--- config.mk ---
export PLATFORM = sky130hd
export DESIGN_NAME = player_status_manager
export DESIGN_NICKNAME = d
export VERILOG_FILES = /design/src/rtl/game_pkg.sv /design/src/rtl/bcd_counter4.sv /design/src/rtl/player_status_manager.sv
export SDC_FILE = /design/constraint.sdc
export NUM_CORES = 1
export LEC_CHECK = 0
export BUFFER_PORTS_ARGS = -buffer_cell sky130_fd_sc_hd__buf_4
export CAP_MARGIN = 25
export CORE_MARGIN = 8
export CORE_UTILIZATION = 44
export DETAILED_ROUTE_END_ITERATION = 10
export GPL_TIMING_DRIVEN = 1
export PLACE_DENSITY = 0.67
export SYNTH_ARGS = -nofsm -noshare
export SYNTH_HDL_FRONTEND = slang
export SYNTH_SLANG_ARGS = --single-unit
export TNS_END_PERCENT = 30
--- constraint.sdc ---
create_clock -name clk -period 2.15 [get_ports clk]
set_input_delay 0.215 -clock clk [delete_from_list [all_inputs] [get_ports clk]]
set_output_delay 0.215 -clock clk [all_outputs]
set_load 0.01 [all_outputs]
--- src/rtl/game_pkg.sv ---
// -----------------------------------------------------------------------------
// game_pkg
// Shared definitions for the player status logic: the status FSM state type and
// the default frame-timing constants used as parameter defaults.
// -----------------------------------------------------------------------------
package game_pkg;

    typedef enum logic [1:0] {
        ST_PLAY      = 2'd0,
        ST_DYING     = 2'd1,
        ST_INVULN    = 2'd2,
        ST_GAME_OVER = 2'd3
    } player_state_t;

    localparam int DEF_INIT_LIVES    = 3;
    localparam int DEF_DEATH_FRAMES  = 30;
    localparam int DEF_INVULN_FRAMES = 60;
    localparam int DEF_BLINK_FRAMES  = 4;

endpackage

--- src/rtl/bcd_counter4.sv ---
// -----------------------------------------------------------------------------
// bcd_counter4
// Four-digit BCD up-counter that sticks at 9999.
//   clk    : system clock
//   resetN : asynchronous active-low reset (count -> 0000)
//   clear  : synchronous clear, wins over inc
//   inc    : add one with decimal carry (ignored at 9999)
//   count  : four BCD digits, [15:12] thousands
// -----------------------------------------------------------------------------
module bcd_counter4 (
    input  logic        clk,
    input  logic        resetN,
    input  logic        clear,
    input  logic        inc,
    output logic [15:0] count
);

    logic [15:0] inc_val;
    logic        carry;

    always_comb begin
        inc_val = count;
        carry   = 1'b1;
        for (int i = 0; i < 4; i++) begin
            if (carry) begin
                if (inc_val[4*i +: 4] == 4'd9) begin
                    inc_val[4*i +: 4] = 4'd0;
                end else begin
                    inc_val[4*i +: 4] = inc_val[4*i +: 4] + 4'd1;
                    carry             = 1'b0;
                end
            end
        end
    end

    always_ff @(posedge clk or negedge resetN) begin
        if (!resetN) begin
            count <= 16'h0000;
        end else if (clear) begin
            count <= 16'h0000;
        end else if (inc && (count != 16'h9999)) begin
            count <= inc_val;
        end
    end

endmodule

--- src/rtl/player_status_manager.sv ---
// -----------------------------------------------------------------------------
// player_status_manager
// Tracks lives, score and the death / respawn / invulnerability sequence.
//   clk                    : system clock
//   resetN                 : asynchronous active-low reset
//   startOfFrame           : one pulse per frame, time base for frame counters
//   SingleHitPulse_player  : player was hit
//   SingleHitPulse_enemies : an enemy was destroyed (score +1)
//   restart                : key level, rising edge restarts after game over
//   lives                  : remaining lives
//   score_bcd              : four-digit BCD score
//   player_visible         : draw enable (blinks while invulnerable)
//   invulnerable           : high in DYING and INVULN
//   respawn_pulse          : one-cycle request to return player to start tile
//   game_over              : high in GAME_OVER
//
// state        | meaning
// -------------+--------------------------------------------------------------
// ST_PLAY      | normal play, hits cost a life
// ST_DYING     | death animation, counts DEATH_FRAMES frames, player hidden
// ST_INVULN    | after respawn, counts INVULN_FRAMES frames, player blinks
// ST_GAME_OVER | no lives left, waits for restart edge
// -----------------------------------------------------------------------------
module player_status_manager
    import game_pkg::*;
#(
    parameter int INIT_LIVES    = DEF_INIT_LIVES,
    parameter int DEATH_FRAMES  = DEF_DEATH_FRAMES,
    parameter int INVULN_FRAMES = DEF_INVULN_FRAMES,
    parameter int BLINK_FRAMES  = DEF_BLINK_FRAMES
) (
    input  logic        clk,
    input  logic        resetN,
    input  logic        startOfFrame,
    input  logic        SingleHitPulse_player,
    input  logic        SingleHitPulse_enemies,
    input  logic        restart,
    output logic [1:0]  lives,
    output logic [15:0] score_bcd,
    output logic        player_visible,
    output logic        invulnerable,
    output logic        respawn_pulse,
    output logic        game_over
);

    localparam int MAX_FRAMES = (DEATH_FRAMES > INVULN_FRAMES) ? DEATH_FRAMES : INVULN_FRAMES;
    localparam int CNT_W      = $clog2(MAX_FRAMES + 1);
    localparam int BLK_W      = $clog2(BLINK_FRAMES + 1);

    localparam logic [CNT_W-1:0] DEATH_CNT  = CNT_W'(DEATH_FRAMES);
    localparam logic [CNT_W-1:0] INVULN_CNT = CNT_W'(INVULN_FRAMES);
    localparam logic [BLK_W-1:0] BLINK_CNT  = BLK_W'(BLINK_FRAMES);
    localparam logic [1:0]       INIT_L     = 2'(INIT_LIVES);

    player_state_t    state_q, state_d;
    logic [CNT_W-1:0] frame_cnt_q, frame_cnt_d;
    logic [BLK_W-1:0] blink_cnt_q, blink_cnt_d;
    logic [1:0]       lives_d;
    logic             visible_d;
    logic             respawn_d;
    logic             restart_q;
    logic             restart_rise;
    logic             frame_last;
    logic             blink_last;
    logic             score_clr;
    logic             score_inc;

    assign restart_rise = restart & ~restart_q;
    assign frame_last   = startOfFrame && (frame_cnt_q == CNT_W'(1));
    assign blink_last   = (blink_cnt_q == BLK_W'(1));
    assign score_inc    = SingleHitPulse_enemies && (state_q != ST_GAME_OVER);

    always_comb begin
        state_d     = state_q;
        frame_cnt_d = frame_cnt_q;
        blink_cnt_d = blink_cnt_q;
        lives_d     = lives;
        visible_d   = player_visible;
        respawn_d   = 1'b0;
        score_clr   = 1'b0;

        case (state_q)
            ST_PLAY: begin
                visible_d = 1'b1;
                // A frame pulse in the same cycle is deliberately not applied
                // to the freshly loaded death counter.
                if (SingleHitPulse_player) begin
                    lives_d   = lives - 2'd1;
                    visible_d = 1'b0;
                    if (lives <= 2'd1) begin
                        lives_d = 2'd0;
                        state_d = ST_GAME_OVER;
                    end else begin
                        state_d     = ST_DYING;
                        frame_cnt_d = DEATH_CNT;
                    end
                end
            end

            ST_DYING: begin
                if (frame_last) begin
                    state_d     = ST_INVULN;
                    frame_cnt_d = INVULN_CNT;
                    blink_cnt_d = BLINK_CNT;
                    visible_d   = 1'b1;
                    respawn_d   = 1'b1;
                end else if (startOfFrame) begin
                    frame_cnt_d = frame_cnt_q - CNT_W'(1);
                end
            end

            ST_INVULN: begin
                if (frame_last) begin
                    state_d     = ST_PLAY;
                    frame_cnt_d = '0;
                    visible_d   = 1'b1;
                end else if (startOfFrame) begin
                    frame_cnt_d = frame_cnt_q - CNT_W'(1);
                    if (blink_last) begin
                        blink_cnt_d = BLINK_CNT;
                        visible_d   = ~player_visible;
                    end else begin
                        blink_cnt_d = blink_cnt_q - BLK_W'(1);
                    end
                end
            end

            ST_GAME_OVER: begin
                visible_d = 1'b0;
                if (restart_rise) begin
                    lives_d     = INIT_L;
                    score_clr   = 1'b1;
                    state_d     = ST_INVULN;
                    frame_cnt_d = INVULN_CNT;
                    blink_cnt_d = BLINK_CNT;
                    visible_d   = 1'b1;
                    respawn_d   = 1'b1;
                end
            end

            default: begin
                state_d = ST_PLAY;
            end
        endcase
    end

    always_ff @(posedge clk or negedge resetN) begin
        if (!resetN) begin
            state_q        <= ST_PLAY;
            frame_cnt_q    <= '0;
            blink_cnt_q    <= '0;
            lives          <= INIT_L;
            player_visible <= 1'b1;
            invulnerable   <= 1'b0;
            respawn_pulse  <= 1'b0;
            game_over      <= 1'b0;
            restart_q      <= 1'b0;
        end else begin
            state_q        <= state_d;
            frame_cnt_q    <= frame_cnt_d;
            blink_cnt_q    <= blink_cnt_d;
            lives          <= lives_d;
            player_visible <= visible_d;
            invulnerable   <= (state_d == ST_DYING) || (state_d == ST_INVULN);
            respawn_pulse  <= respawn_d;
            game_over      <= (state_d == ST_GAME_OVER);
            restart_q      <= restart;
        end
    end

    bcd_counter4 u_score (
        .clk    (clk),
        .resetN (resetN),
        .clear  (score_clr),
        .inc    (score_inc),
        .count  (score_bcd)
    );

endmodule

# [Word level (Yosys, flattened, before mapping)]
# Cells that the tools add are included.
[word_totals] output_inout_bits=22 word_cells=111 regBits=34 inputBits=6
[op_classes] n_reduce_logical=18 order_cmp=1 n_addsub=7 eq_ne=22 bitwise_logic=3 n_mux=47
[ops] cell="6-bit two-way mux" count=6
[ops] cell="16-bit two-way mux" count=2
[ops] cell="4-bit two-way mux" count=7
[ops] cell="6-bit one-hot mux with 4 select lines" count=1
[ops] cell="4-bit by 1-bit adder with 4-bit output (second input constant)" count=4
[ops] cell="4-bit == test (second input constant)" count=4
[ops] cell="2-bit two-way mux" count=8
[ops] cell="16-bit != test (second input constant)" count=1
[ops] cell="3-bit two-way mux" count=5
[ops] cell="2-bit != test (second input constant)" count=7
[ops] cell="1-bit two-way mux" count=13
[ops] cell="2-bit nonzero test" count=5
[ops] cell="3-bit one-hot mux with 3 select lines" count=1
[ops] cell="3-bit AND reduction" count=3
[ops] cell="2-bit == test (second input constant)" count=4
[ops] cell="2-bit one-hot mux with 4 select lines" count=1
[ops] cell="6-bit by 1-bit == test with 1-bit output (second input constant)" count=1
[ops] cell="3-bit != test (second input constant)" count=2
[ops] cell="2-bit AND reduction" count=3
[ops] cell="6-bit by 1-bit subtractor with 6-bit output (second input constant)" count=1
[ops] cell="5-bit AND reduction" count=1
[ops] cell="2-bit by 1-bit == test with 1-bit output (second input constant)" count=2
[ops] cell="1-bit one-hot mux with 4 select lines" count=1
[ops] cell="2-bit one-hot mux with 2 select lines" count=1
[ops] cell="other kinds (11)" count=14

# [Logic depth before layout (Yosys ltp)]
[depth] depth_word=7 depth_mapped=7 mapped_depth_nobuf=6

# [Modules after synthesis]
# From an unflattened synthesis, not the netlist that was laid out.
[unflattened] cells_unflattened=217 area_unflattened_um2=2083.2
[by_module_without_submodules] mod="player_status_manager" n_inst=1 cells_each=113 seq_area_each_um2=454.2 area_each_um2=1094.8
[by_module_without_submodules] mod="bcd_counter4" n_inst=1 cells_each=104 seq_area_each_um2=400.4 area_each_um2=988.4

# [Worst setup path before layout]
# No wires, ideal clock.
[synth_timing] kind="flip-flop to flip-flop" from="register frame_cnt_q[1]" to="register invulnerable" n_path_buf=0 required_time_ns=2.024 setup_slack_ns=0.376 arrival_time_ns=1.648 setup_time_ns=0.126 path_stages_with_launch=7 synth_period_minus_slack_ns=1.774 path_cell_list="dfrtp_1 inv_1 ha_1 nor2b_1 nand2_1 a211o_1 ha_1"
[synth_between] elab_chain_cells=6 elab_cells_between_ends=8 cone_classes="3 x eq/ne; 3 x mux; 2 x reduce/logical"
[synth_rtl] item="start: declaration" line_no="player_status_manager.sv:56" text="logic [CNT_W-1:0] frame_cnt_q, frame_cnt_d;"
[synth_rtl] item="start signal: assignment" line_no="player_status_manager.sv:160" text="frame_cnt_q <= frame_cnt_d;"
[synth_rtl] item="6-bit by 1-bit == test with 1-bit output (*)" line_no="player_status_manager.sv:69" text="assign frame_last = startOfFrame && (frame_cnt_q == CNT_W'(1));"
[synth_rtl] item="1-bit logical AND (*)" line_no="player_status_manager.sv:69"
[synth_rtl] item="2-bit two-way mux (on tied branches)" line_no="player_status_manager.sv:113, player_status_manager.sv:101"
[synth_rtl] item="2-bit one-hot mux with 4 select lines (*)" line_no="player_status_manager.sv:82" text="case (state_q)"
[synth_rtl] item="named net state_d[1]" line_no="player_status_manager.sv:55" text="player_state_t state_q, state_d;"
[synth_rtl] item="2-bit by 1-bit == test with 1-bit output / 2-bit == test (equally long branches)" line_no="player_status_manager.sv:164" text="invulnerable <= (state_d == ST_DYING) || (state_d == ST_INVULN);"
[synth_rtl] item="1-bit logical OR (*)" line_no="player_status_manager.sv:164"
[synth_rtl] item="end signal: assignment" line_no="player_status_manager.sv:164"
[synth_rtl] item="end: declaration" line_no="player_status_manager.sv:41" text="output logic invulnerable,"
# Mark *: on every way through the listed nets, which the timed path passes. The rest lies on a longest branch.
# A chain may end at the register's enable or synchronous reset.

# [Worst setup path in the final report]
# Ends and elaborated chain as after synthesis.

==> summary.md <==
| Metric | Value |
|---|---|
| Syn_nets | 232 |
| Final cell utilization of the core | 52.5% |
| Antenna cells | 0 |
| CTS Buffer Depth | 2 |
| Synth Flop Type | dfrtp_1 |
| Drt via density | 5.71 |
| Grt total ovfl | 0 |
| Status | finished clean |
| Distinct cell type count after synthesis | 56 |
| Pwr Total | between 0.002 and 0.003 W |
| Routed length per instance | 15.0 um |
| Drt total wl | 4520 um |
| Die height | 84.4 um |
| Setup slack after layout | 0.165 ns |
| Vias in the first global route | about 1.6k |
| Avg Inst Size Synth | 9.66 um^2 |
| All-Layer GR Usage | 13.6% |
| Worst-Skew Late Latency | 0.29 ns |
| Cell row count | 25 |
| # setup viols final | 0 |
| CP max FO | 6 |
| P_leak | 1.09 nW |
| Largest net degree at the start of global routing | 35 |
| Post-CTS Setup Bufs | 0 |
| DIE AREA | 0.00712 mm^2 |
| First-pass GRT wire length | 7880 um |
| Final Cycle Share | ~92% |
| 1st-pass router iterations | 4 |
| Htree depth | 2 |
| Crit path kind | flip-flop to flip-flop |
| Ports | 28 |
| CTS Buf Count | 5 |
| Core Region | 0.00463 mm^2 |
| Sequential area share after synthesis | 41.5% |
| Vias | 1719 |
| Critical Path AT | 2.16 ns |
| RSZ-0062 raised after global routing | no |
| CTS clk-pin slew, worst paths | 0.07 ns |
| Crit. End Element | flip-flop |
| CP Data Required Time | 2.32 ns |
| Gpl congestion | 0.762 |
| HPWL after DPL | 3310 um |
| Initial Util | between 40% and 50% |
| Drc violations | 0 |
| Worst vdd ir | 0.000753 V |
| Worst min path class | input port to flip-flop |
| Pre-CTS WS | ~0.17 ns |
| Area of the mapped netlist | 0.00206 mm^2 |
| Synth async-reset ratio | 100% |
| Fill cells | 446 |
| Pwr/cell area | 1170 mW/mm^2 |
| Initial antenna violation count | 0 |
| Cells after Synth | 213 |
| Port Buf Inserts | 27 |
| Setup TNS | 0 ns |
| Crit path time final | 1.98 ns |
| CTS tree | yes |
| Die Span X | 84.4 um |
| Max_cap viols | 0 |
| Max-slew violations | 0 |
| NumNets Final | 265 |
| Area growth from synthesis to layout | 18.1% |
| Actual slew at the worst max-slew pin | 0.547 ns |
| Number of nets still failing antenna checks after routing | 0 |
| Share of layout cells above drive strength 1 | approximately 23% |
| Final hold vios | 0 |
| EDFF count, synth | 0 |
| Seq cells post-synth | 34 |
| Num Clock Sinks | 34 |
| Yosys warning count | 0 |
| Max Clk Rate | between 500 and 600 MHz |
| Max-slew headroom | 63.1% |
| Drt initial violations | 72 |
| Setup Skew | 0.00772 ns |
| Root Buffer | clkbuf_8 |
| CP Launch Type | flip-flop |
## routing by layer
layer / share of wire [%] / GRT usage [%] / vias up
met2: 48 / 22.1 / 25
li1: - / - / 852
met4: 0.91 / 5.34 / 0
met3: 4.0 / 4.59 / 4
met5: 0 / 0 / -
met1: 47 / 16.0 / 838
## power by group
group | internal (W) | switching [W]
Clock | 0.000258 | 0.000235
Combinational | 0.000592 | 0.000641
Sequential | 0.000864 | 0.000248
## registers in the layout (all words and copies together) (netlist names)
register / cells
blink_cnt_q: 3
frame_cnt_q: 6
game_over: 1
invulnerable: 1
lives: 2
player_visible: 1
respawn_pulse: 1
restart_q: 1
state_q: 2
u_score.count: 16
## cell families after synthesis
logic type | count (synthesis) | synth area share [%]
DFF | 34 | 41.5
and+or+nand+nor | 86 | 24.1
adders and majority gates | 13 | 7.91
muxes | 3 | 1.70
buffers and inverters | 17 | 3.77
AOI/OAI and AO/OA | 55 | 18.9
xor gates and xnor gates | 5 | 2.13
## cell type report
type / instances / area (um^2) / area share, %
Multi-Input combinational cell: 162 / 1120 / 46.3
Clock inverter: 1 / 5.00 / 0.206
Clock buffer: 7 / 86.3 / 3.55
Timing Repair Buffer: 34 / 258 / 10.6
Tap cell: 54 / 67.6 / 2.78
Sequential cell: 34 / 855 / 35.2
Inverter: 9 / 33.8 / 1.39
## repair_timing
item	CTS	global route
hold endpoints to repair	31	0
resized for setup	0	0
hold buffers	1	0
endpoints found under the setup margin	0	0
## cells in the final DEF, fill, tap and decap left out, types with 4 or more instances in the layout
cell / n
a21oi_1: 12
a31o_2: 5
buf_4: 33
clkbuf_8: 6
dfrtp_1: 31
ha_1: 13
inv_1: 9
nand2_1: 23
nand2b_1: 5
nand3_1: 8
nand3b_1: 4
nor2_1: 10
nor2b_1: 4
nor3_1: 10
o21ai_0: 9
o22ai_1: 5
or3_1: 4
xnor2_1: 4
## stage by stage
step	instance area (um^2)	std cells	hold slack, ns
after global routing	2430	301	0.0374
after CTS	2430	301	0.0432
after detailed placement	2330	292	0.195
final	2430	301	0.0476
after global placement	2330	292	0.191
after floorplan	2060	213	-0.0806
## critical path, cell delays in order (launching register included)
cell and delay, ns:
dfrtp_1 0.43, inv_1 0.11, ha_1 0.16, nor2b_1 0.31
nand2_1 0.22, a211o_1 0.37, ha_1 0.27
## path summary, 6_finish.rpt
| check | slack, ns | start | cells past startpoint | endpoint |
|---|---|---|---|---|
| worst min-delay path | 0.05 | restart | 1 | restart_q |
| worst max register to register | 0.17 | frame_cnt_q[1] | 6 | invulnerable |
| worst min register to register | 0.52 | player_visible | 2 | player_visible |
| max in group asynchronous | 1.40 | resetN | 2 | lives[0] |
| min in group asynchronous | 0.41 | resetN | 2 | u_score.count[11] |
| worst max-delay path | 0.17 | frame_cnt_q[1] | 6 | invulnerable |
## cells in the mapped netlist, drive strengths merged, types with 2 or more instances
library cell / number / area [um^2]
inv: 9 / 33.8
nor4: 3 / 33.8
nand2b: 5 / 31.3
nor2: 10 / 37.5
nor3: 10 / 50.1
mux2i: 2 / 20.0
nor2b: 4 / 25.0
and2: 2 / 13.8
dfrtp: 31 / 776
a21boi: 2 / 18.8
xnor2: 4 / 35.0
a31oi: 3 / 18.8
a211o: 2 / 17.5
a21oi: 12 / 60.1
nand2: 23 / 86.3
nand4: 2 / 12.5
or3: 4 / 25.0
buf: 4 / 28.8
a211oi: 2 / 15.0
dfstp: 3 / 78.8
nor4b: 2 / 32.5
o21a: 2 / 15.0
o31ai: 2 / 15.0
nand3: 8 / 40.0
nand3b: 4 / 30.0
and3b: 3 / 26.3
o22ai: 5 / 31.3
ha: 13 / 163
clkbuf: 4 / 15.0
a31o: 5 / 43.8
o21ai: 9 / 45.0
Power figures use the tool's default switching activity.
